<file path="src/rtl/mem_wb_stage_if.sv">
// Data-memory request/acknowledge bus between the MEM/WB stage (master) and data memory (slave).
interface mem_wb_stage_if #(
  parameter int ADDR_W = 32,
  parameter int WORD_W = 32
);
  logic              req;
  logic              we;
  logic [ADDR_W-1:0] addr;
  logic [WORD_W-1:0] wdata;
  logic [3:0]        be;
  logic              ack;
  logic [WORD_W-1:0] rdata;

  modport master (
    output req, we, addr, wdata, be,
    input  ack, rdata
  );

  modport slave (
    input  req, we, addr, wdata, be,
    output ack, rdata
  );
endinterface

</file>
<file path="src/rtl/mem_wb_stage.sv">
// Memory-access + writeback pipeline stage: latches the EX result, runs one load/store on the
// req/ack data bus while stalling the front end, then formats load data for the register file.
module mem_wb_stage #(
  parameter int ADDR_W     = 32,
  parameter int WORD_W     = 32,
  parameter int REG_IDX_W  = 5,
  parameter int MEM_OP_W   = 4,
  parameter int DEST_SRC_W = 2
) (
  input  logic                  clk,
  input  logic                  aresetn,
  input  logic                  clr,
  input  logic [ADDR_W-1:0]     i_pc,
  input  logic [WORD_W-1:0]     i_alu_eval,
  input  logic [WORD_W-1:0]     i_store_data,
  input  logic [MEM_OP_W-1:0]   i_mem_op,
  input  logic [DEST_SRC_W-1:0] i_dest_src,
  input  logic [REG_IDX_W-1:0]  i_dest_reg,
  mem_wb_stage_if.master        dmem,
  output logic                  o_stall,
  output logic                  o_misaligned,
  output logic [ADDR_W-1:0]     o_pc,
  output logic                  o_wb_dest_en,
  output logic [REG_IDX_W-1:0]  o_wb_dest_reg,
  output logic [WORD_W-1:0]     o_wb_dest_data,
  output logic [REG_IDX_W-1:0]  o_me_dest_reg,
  output logic [DEST_SRC_W-1:0] o_me_dest_src,
  output logic [WORD_W-1:0]     o_me_mem_read
);

  localparam logic [MEM_OP_W-1:0] OP_NONE = MEM_OP_W'(0);
  localparam logic [MEM_OP_W-1:0] OP_LB   = MEM_OP_W'(1);
  localparam logic [MEM_OP_W-1:0] OP_LH   = MEM_OP_W'(2);
  localparam logic [MEM_OP_W-1:0] OP_LW   = MEM_OP_W'(3);
  localparam logic [MEM_OP_W-1:0] OP_LBU  = MEM_OP_W'(4);
  localparam logic [MEM_OP_W-1:0] OP_LHU  = MEM_OP_W'(5);
  localparam logic [MEM_OP_W-1:0] OP_SB   = MEM_OP_W'(8);
  localparam logic [MEM_OP_W-1:0] OP_SH   = MEM_OP_W'(9);
  localparam logic [MEM_OP_W-1:0] OP_SW   = MEM_OP_W'(10);

  localparam logic [DEST_SRC_W-1:0] SRC_NONE = DEST_SRC_W'(0);
  localparam logic [DEST_SRC_W-1:0] SRC_ALU  = DEST_SRC_W'(1);

  typedef enum logic [1:0] {
    IDLE = 2'd0,
    REQ  = 2'd1,
    RESP = 2'd2
  } state_t;

  state_t                state_q, state_d;
  logic [ADDR_W-1:0]     pc_q, pc_d;
  logic [ADDR_W-1:0]     addr_q, addr_d;
  logic [WORD_W-1:0]     sdata_q, sdata_d;
  logic [MEM_OP_W-1:0]   op_q, op_d;
  logic [DEST_SRC_W-1:0] dest_src_q, dest_src_d;
  logic [REG_IDX_W-1:0]  dest_reg_q, dest_reg_d;
  logic [WORD_W-1:0]     load_q, load_d;

  function automatic logic is_load(input logic [MEM_OP_W-1:0] op);
    return (op == OP_LB) || (op == OP_LH) || (op == OP_LW) || (op == OP_LBU) || (op == OP_LHU);
  endfunction

  function automatic logic is_store(input logic [MEM_OP_W-1:0] op);
    return (op == OP_SB) || (op == OP_SH) || (op == OP_SW);
  endfunction

  function automatic logic is_misaligned(input logic [MEM_OP_W-1:0] op, input logic [1:0] lane);
    logic half_op;
    logic word_op;
    half_op = (op == OP_LH) || (op == OP_LHU) || (op == OP_SH);
    word_op = (op == OP_LW) || (op == OP_SW);
    return (half_op && lane[0]) || (word_op && (lane != 2'b00));
  endfunction

  // Lane selection for loads; the word is assumed to be 32 bits wide.
  function automatic logic [WORD_W-1:0] format_load(input logic [MEM_OP_W-1:0] op,
                                                    input logic [1:0]          lane,
                                                    input logic [WORD_W-1:0]   word);
    logic [7:0]  byte_v;
    logic [15:0] half_v;
    logic [WORD_W-1:0] res;
    case (lane)
      2'd0:    byte_v = word[7:0];
      2'd1:    byte_v = word[15:8];
      2'd2:    byte_v = word[23:16];
      default: byte_v = word[31:24];
    endcase
    half_v = lane[1] ? word[31:16] : word[15:0];
    case (op)
      OP_LB:   res = {{24{byte_v[7]}}, byte_v};
      OP_LBU:  res = {24'b0, byte_v};
      OP_LH:   res = {{16{half_v[15]}}, half_v};
      OP_LHU:  res = {16'b0, half_v};
      default: res = word;
    endcase
    return res;
  endfunction

  always_comb begin
    state_d    = state_q;
    pc_d       = pc_q;
    addr_d     = addr_q;
    sdata_d    = sdata_q;
    op_d       = op_q;
    dest_src_d = dest_src_q;
    dest_reg_d = dest_reg_q;
    load_d     = load_q;

    if (state_q == REQ) begin
      if (dmem.ack) begin
        state_d = RESP;
        load_d  = format_load(op_q, addr_q[1:0], dmem.rdata);
      end
    end else if (clr) begin
      state_d    = IDLE;
      pc_d       = '0;
      addr_d     = '0;
      sdata_d    = '0;
      op_d       = OP_NONE;
      dest_src_d = SRC_NONE;
      dest_reg_d = '0;
    end else begin
      pc_d       = i_pc;
      addr_d     = ADDR_W'(i_alu_eval);
      sdata_d    = i_store_data;
      op_d       = i_mem_op;
      dest_src_d = i_dest_src;
      dest_reg_d = i_dest_reg;
      if ((is_load(i_mem_op) || is_store(i_mem_op)) &&
          !is_misaligned(i_mem_op, i_alu_eval[1:0])) begin
        state_d = REQ;
      end else begin
        state_d = IDLE;
      end
    end
  end

  always_ff @(posedge clk or negedge aresetn) begin
    if (!aresetn) begin
      state_q    <= IDLE;
      pc_q       <= '0;
      addr_q     <= '0;
      sdata_q    <= '0;
      op_q       <= OP_NONE;
      dest_src_q <= SRC_NONE;
      dest_reg_q <= '0;
      load_q     <= '0;
    end else begin
      state_q    <= state_d;
      pc_q       <= pc_d;
      addr_q     <= addr_d;
      sdata_q    <= sdata_d;
      op_q       <= op_d;
      dest_src_q <= dest_src_d;
      dest_reg_q <= dest_reg_d;
      load_q     <= load_d;
    end
  end

  // Bus outputs are forced to zero outside REQ so the memory never sees stale requests.
  always_comb begin
    dmem.req   = 1'b0;
    dmem.we    = 1'b0;
    dmem.addr  = '0;
    dmem.wdata = '0;
    dmem.be    = 4'b0000;
    if (state_q == REQ) begin
      dmem.req  = 1'b1;
      dmem.we   = is_store(op_q);
      dmem.addr = {addr_q[ADDR_W-1:2], 2'b00};
      case (op_q)
        OP_SB: begin
          dmem.wdata = {4{sdata_q[7:0]}};
          dmem.be    = 4'b0001 << addr_q[1:0];
        end
        OP_SH: begin
          dmem.wdata = {2{sdata_q[15:0]}};
          dmem.be    = 4'b0011 << addr_q[1:0];
        end
        OP_SW: begin
          dmem.wdata = sdata_q;
          dmem.be    = 4'b1111;
        end
        default: begin
          dmem.wdata = '0;
          dmem.be    = 4'b1111;
        end
      endcase
    end
  end

  assign o_stall      = (state_q == REQ);
  assign o_misaligned = is_misaligned(op_q, addr_q[1:0]);
  assign o_pc         = pc_q;

  assign o_wb_dest_en   = (dest_src_q != SRC_NONE) && (dest_reg_q != '0) && (state_q != REQ) &&
                          !o_misaligned && !is_store(op_q) &&
                          ((dest_src_q == SRC_ALU) || (state_q == RESP));
  assign o_wb_dest_reg  = dest_reg_q;
  assign o_wb_dest_data = (dest_src_q == SRC_ALU) ? WORD_W'(addr_q) : load_q;

  assign o_me_dest_reg  = dest_reg_q;
  assign o_me_dest_src  = dest_src_q;
  assign o_me_mem_read  = load_q;

endmodule
</file>
<file path="src/flat_wrapper.sv">
// flat-port wrapper written by rule: the top's interface ports become plain ports
module mem_wb_stage_flat 
#(
  parameter int ADDR_W     = 32,
  parameter int WORD_W     = 32,
  parameter int REG_IDX_W  = 5,
  parameter int MEM_OP_W   = 4,
  parameter int DEST_SRC_W = 2
)
  (clk, aresetn, clr, i_pc, i_alu_eval, i_store_data, i_mem_op, i_dest_src, i_dest_reg, o_stall, o_misaligned, o_pc, o_wb_dest_en, o_wb_dest_reg, o_wb_dest_data, o_me_dest_reg, o_me_dest_src, o_me_mem_read, dmem_req, dmem_we, dmem_addr, dmem_wdata, dmem_be, dmem_ack, dmem_rdata);
  mem_wb_stage_if #(.ADDR_W(ADDR_W), .WORD_W(WORD_W)) dmem_i ();
  input  logic clk;
  input  logic aresetn;
  input  logic clr;
  input  logic [ADDR_W-1:0] i_pc;
  input  logic [WORD_W-1:0] i_alu_eval;
  input  logic [WORD_W-1:0] i_store_data;
  input  logic [MEM_OP_W-1:0] i_mem_op;
  input  logic [DEST_SRC_W-1:0] i_dest_src;
  input  logic [REG_IDX_W-1:0] i_dest_reg;
  output logic o_stall;
  output logic o_misaligned;
  output logic [ADDR_W-1:0] o_pc;
  output logic o_wb_dest_en;
  output logic [REG_IDX_W-1:0] o_wb_dest_reg;
  output logic [WORD_W-1:0] o_wb_dest_data;
  output logic [REG_IDX_W-1:0] o_me_dest_reg;
  output logic [DEST_SRC_W-1:0] o_me_dest_src;
  output logic [WORD_W-1:0] o_me_mem_read;
  output wire logic [$bits(dmem_i.req)-1:0] dmem_req;
  output wire logic [$bits(dmem_i.we)-1:0] dmem_we;
  output wire logic [$bits(dmem_i.addr)-1:0] dmem_addr;
  output wire logic [$bits(dmem_i.wdata)-1:0] dmem_wdata;
  output wire logic [$bits(dmem_i.be)-1:0] dmem_be;
  input wire logic [$bits(dmem_i.ack)-1:0] dmem_ack;
  input wire logic [$bits(dmem_i.rdata)-1:0] dmem_rdata;
  assign dmem_req = dmem_i.req;
  assign dmem_we = dmem_i.we;
  assign dmem_addr = dmem_i.addr;
  assign dmem_wdata = dmem_i.wdata;
  assign dmem_be = dmem_i.be;
  assign dmem_i.ack = dmem_ack;
  assign dmem_i.rdata = dmem_rdata;
  mem_wb_stage #(.ADDR_W(ADDR_W), .WORD_W(WORD_W), .REG_IDX_W(REG_IDX_W), .MEM_OP_W(MEM_OP_W), .DEST_SRC_W(DEST_SRC_W)) u_core (.clk(clk), .aresetn(aresetn), .clr(clr), .i_pc(i_pc), .i_alu_eval(i_alu_eval), .i_store_data(i_store_data), .i_mem_op(i_mem_op), .i_dest_src(i_dest_src), .i_dest_reg(i_dest_reg), .dmem(dmem_i), .o_stall(o_stall), .o_misaligned(o_misaligned), .o_pc(o_pc), .o_wb_dest_en(o_wb_dest_en), .o_wb_dest_reg(o_wb_dest_reg), .o_wb_dest_data(o_wb_dest_data), .o_me_dest_reg(o_me_dest_reg), .o_me_dest_src(o_me_dest_src), .o_me_mem_read(o_me_mem_read));
endmodule
</file>
<file path="config.mk">
export PLATFORM = sky130hd
export DESIGN_NAME = mem_wb_stage_flat
export DESIGN_NICKNAME = d
export VERILOG_FILES = /design/src/rtl/mem_wb_stage_if.sv /design/src/rtl/mem_wb_stage.sv /design/src/flat_wrapper.sv
export SDC_FILE = /design/constraint.sdc
export NUM_CORES = 1
export LEC_CHECK = 0
export ABC_CLOCK_PERIOD_IN_PS = 2800
export BUFFER_PORTS_ARGS = -buffer_cell sky130_fd_sc_hd__buf_2
export CAP_MARGIN = 10
export CORE_MARGIN = 8
export CORE_UTILIZATION = 38
export DETAILED_ROUTE_END_ITERATION = 6
export GPL_TIMING_DRIVEN = 0
export PLACE_DENSITY = 0.67
export SYNTH_ARGS = -nofsm -noshare
export SYNTH_HDL_FRONTEND = slang
export SYNTH_SLANG_ARGS = --single-unit
</file>
<file path="constraint.sdc">
create_clock -name clk -period 2.8 [get_ports clk]
set_clock_uncertainty 0.05 [all_clocks]
set_input_delay 0.56 -clock clk [delete_from_list [all_inputs] [get_ports clk]]
set_output_delay 0.56 -clock clk [all_outputs]
set_load 0.03 [all_outputs]
</file>
---- Word-level counts from Yosys, hierarchy flattened ----
Index checks and enable logic that the tools add are counted.
Widths: inputs -> output; s select.
storage, ports and cells
  bits in registers ....................... 141
  input bits .............................. 143
  output and inout port bits .............. 181
  word-level logic and storage cells ...... 91
operators by class
  equal/unequal tests ..................... 23
  shift-type cells ........................ 2
  mux-type cells .......................... 21
  reductions and logical operators ........ 37
operators by type and width
  operator             count
  $mux 32              6
  $pmux 32 s4          1
  $pmux 32 s3          1
  $eq 4x4->1 const B   6
  $pmux 8 s3           1
  $logic_or 1x1->1     18
  $eq 4x2->1 const B   4
  $eq 4x3->1 const B   4
  $mux 16              1
  $logic_and 1x1->1    10
  $eq 4x1->1 const B   2
  $mux 2               4
  $mux 4               2
  $pmux 4 s2           1
  $eq 2x1->1 const B   3
  $reduce_bool 2->1    3
  $mux 5               1
  $reduce_bool 5->1    1
  $eq 2x2->1 const B   2
  $ne 2x1->1 const B   2
  $shl 1x2->4 const A  1
  $shl 2x2->4 const A  1
  $logic_not 1->1      3
  $mux 1               3
  other kinds (2)      2

---- Longest topological paths before layout ----
  depth in word-level cells ............... 10
  gate-level depth with buffers ........... 7
  gate-level depth less buffers ........... 7

---- Worst setup path before layout ----
No wires, ideal clock.
  path kind ............................... reg2out
  from .................................... reg u_core.op_q[0]
  to ...................................... out o_wb_dest_en
  arrival time ............................ 1.897 ns
  data required time ...................... 2.190 ns
  slack ................................... 0.293 ns
  cell stages (with the launch flop) ...... 7
  buffers on the path ..................... 2
  cells stage by stage .................... dfrtp_1 buf_4 clkbuf_1 a21bo_2 a21oi_1 o21ai_0 nor3b_1
on the way
  cells in the longest elaborated chain, start to end .. 9
  elaborated cells on any way between the ends .. 19
  those cells by class .................... eq/ne (6); reduce/logical (13)
ends and longest elaborated chain
  what                                             line                 source
  from (decl)                                      mem_wb_stage.sv:54   logic [MEM_OP_W-1:0] op_q, op_d;
  from (signal assigned)                           mem_wb_stage.sv:153  op_q <= op_d;
  $eq 4x2->1 / $eq 4x3->1 (equally long branches)  mem_wb_stage.sv:70   half_op = (op == OP_LH) || (op == OP_LHU) || (op == OP_SH);
  $logic_or 1x1->1 (2 in a row)                    mem_wb_stage.sv:70
  $logic_and 1x1->1                                mem_wb_stage.sv:72   return (half_op && lane[0]) || (word_op && (lane != 2'b00));
  $logic_or 1x1->1                                 mem_wb_stage.sv:72
  $logic_not 1->1                                  mem_wb_stage.sv:197  !o_misaligned && !is_store(op_q) &&
  $logic_and 1x1->1                                mem_wb_stage.sv:196  assign o_wb_dest_en = (dest_src_q != SRC_NONE) && (dest_reg_q != '0) && (state_q != REQ) &&
  $logic_and 1x1->1 (*) (2 in a row)               mem_wb_stage.sv:197
  to (decl)                                        flat_wrapper.sv:24   output logic o_wb_dest_en;
Every way passes the cells marked *; elsewhere a longest branch is shown, timed or not.

---- Final worst setup path ----
  from .................................... reg u_core.dest_src_q[0], in the netlist u_core.o_me_dest_src[0]
  to ...................................... out o_wb_dest_data[16]
on the way
  cells in the longest elaborated chain, start to end .. 2
ends and longest elaborated chain
  what                    line                 source
  from (decl)             mem_wb_stage.sv:55   logic [DEST_SRC_W-1:0] dest_src_q, dest_src_d;
  from (signal assigned)  mem_wb_stage.sv:154  dest_src_q <= dest_src_d;
  $eq 2x1->1              mem_wb_stage.sv:200  assign o_wb_dest_data = (dest_src_q == SRC_ALU) ? WORD_W'(addr_q) : load_q;
  $mux 32                 mem_wb_stage.sv:200
  to (decl)               flat_wrapper.sv:26   output logic [WORD_W-1:0] o_wb_dest_data;
Every way passes these cells.

==> run metrics <==
status=finished, final reports clean; ANT cells=0; Starting Density=38.28%; part of the cycle the worst path needs=96.82%; asr flop ratio synth=100.0%; f_max=0.3689 GHz; global-route wire length before repair=43180 µm; Clk pin slew, worst setup/hold paths=0.06 ns; CTS tree=done; Final Hold Fails=0; Die Y=155.1 µm; Die Footprint=24050 µm²; most common cell in the netlist=nand2_1; CP max FO=10; number of H-tree levels=4; synth-to-layout area growth=37.05%; cell count of the worst reg-to-reg path=6; GRT Overall Usage=23.05%; Hold WC Path Type=in2async; Final setup viols=0; NumNets Final=1231; Worst Tran Pin Value=1.033 ns; Post-Syn Area=7352 µm²; CP arrival=2.10 ns; DP Wirelength=21610 µm; RSZ-0062 raised after global routing=no; sequential area share after synthesis=47.99%; drt pass-1 iters=7; IR drop worst, VDD=0.4125 mV; PD cells=803.2 nW/µm²; critical path class=reg2out; drt wl/cell=20.42 µm; Root Driver=clkbuf_16; Synth area leader=dfrtp_1; yosys warns=0; DIE WIDTH=155.1 µm; Maximum Capacitance Violations=0; Port Buffers=321; EDFF count, synth=0; vias after detailed routing=7091; Synth top area share=47.99%; Starting DRT DRC Count=393; Num CTS Buffers=17; Max Slew Vio Count=0; total length of routed wires=27900 µm; share of layout cells above drive strength 1=42.87%; Placeable Area=19210 µm²; post-synthesis sequential element count=141; initial antenna violation count=1; largest net degree at the start of global routing=83; clock tree sinks=141; Cell variety after synth=53; Max-slew headroom=30.59%; post-synthesis cell count=746; CTS Buffer Depth=2; number of placement rows=51; final core utilization=52.46%; Setup crit end kind=output port; WP data required=2.19 ns; most common library cells after synthesis=163 x nand2_1, 141 x dfrtp_1, 75 x nand3b_1; Routed Antenna Nets=0; Worst-Skew Late Latency=0.41 ns; leak pwr=0.005315 µW; grt total ovfl=0; Min Hold Slack=0.07246 ns; GP Congestion=0.9349; Final min period=2.711 ns; vias in the first global route=7627; Ports=324; startpoint types=flip-flop; DR vias/cell=5.191; predominant post-synthesis flop cell=dfrtp_1; average size of a mapped cell=9.855 µm²; leading cell types by total area after synthesis=dfrtp_1 48%, nand2_1 8.3%, nand3b_1 7.7%; DRC errors left=0
layer usage:
layer	vias to the layer above	track usage, %	share of wire [%]
li1	3318	-	-
met1	3393	28.34	42
met2	328	36.95	46
met3	50	7.295	9.2
met4	2	9.333	2.9
met5	-	0	0.039
layout by cell type (no fill, tap or decap), types with 3 or more instances in the layout:
cell	n
a21o_1	32
a21oi_1	33
a21oi_2	4
a221o_1	7
a221o_2	9
a22o_1	8
a22oi_1	9
a31oi_1	12
a32o_1	8
and2_1	38
buf_1	4
buf_2	315
buf_4	28
buf_6	3
clkbuf_1	24
clkbuf_16	17
clkbuf_2	6
clkbuf_4	8
clkbuf_8	3
clkinv_2	4
clkinv_4	3
dfrtp_1	140
inv_1	3
inv_6	3
mux2_2	39
mux4_2	8
nand2_1	163
nand2b_1	4
nand3b_1	75
nor2_1	16
o21ai_0	18
o22ai_1	7
through the flow:
step | total power [µW] | setup slack (ns) | setup TNS [ns] | cells | area, µm²
floorplan | 4785 | 0.2934 | 0 | 747 | 7356
global placement | 5870 | -1.032 | -145.12 | 1333 | 9294
detailed placement | 5914 | -0.2569 | -0.4811 | 1334 | 9328
CTS | 8163 | 0.008161 | 0 | 1367 | 10010
global route | 8501 | 0.002599 | 0 | 1366 | 10080
finish | 8093 | 0.08906 | 0 | 1366 | 10080
report_power, final:
part           internal (µW)  leakage [µW]  switching (µW)
Sequential              2420       0.00179             343
Clock                   1280      0.000281             912
Combinational           1070       0.00325            2070
repair_timing:
item                       4_1_cts  5_1_grt
resized for setup               43       33
setup endpoints to repair       98       39
hold buffers                     0        0
setup buffers                    1        0
pin swaps                        0        2
cloned                           0        1
critical path, cell delays in order, from the launching register on:
cell	delay [ns]
dfrtp_1	0.40
nor2b_1	0.14
clkbuf_2	0.21
clkbuf_2	0.33
mux2_2	0.41
buf_2	0.19
final timing paths:
check	start	endpoint	slack [ns]
worst max-delay path	u_core.o_me_dest_src[0]	o_wb_dest_data[16]	0.09
worst min-delay path	aresetn	u_core.addr_q[25]	0.07
worst max register to register	u_core.addr_q[0]	u_core.o_me_mem_read[30]	0.67
worst min register to register	u_core.o_pc[18]	u_core.o_pc[18]	0.41
max in group asynchronous	aresetn	u_core.op_q[3]	1.80
min in group clk	i_alu_eval[10]	u_core.addr_q[10]	0.29
cells by family after synthesis:
kind of cell / Yosys count / share of synthesized area (%)
AOI/OAI and AO/OA: 160 / 15.67
xor gates and xnor gates: 2 / 0.2383
adders and majority gates: 1 / 0.1362
buffers and inverters: 72 / 4.646
DFF: 141 / 47.99
muxes: 48 / 8.560
other: 1 / 0.05101
and+or+nand+nor: 321 / 22.70
area by class of cell:
| cell class | count | area (µm²) |
|---|---|---|
| Multi-Input combinational cell | 534 | 3565 |
| Clock inverter | 12 | 110.1 |
| Sequential cell | 141 | 3530 |
| Timing Repair Buffer | 324 | 1685 |
| Clock buffer | 20 | 456.7 |
| Buffer | 66 | 382.9 |
| Fill cell | 1796 | 9131 |
| Inverter | 4 | 15.01 |
| Tap cell | 265 | 331.6 |
Power figures use the tool's default switching activity.
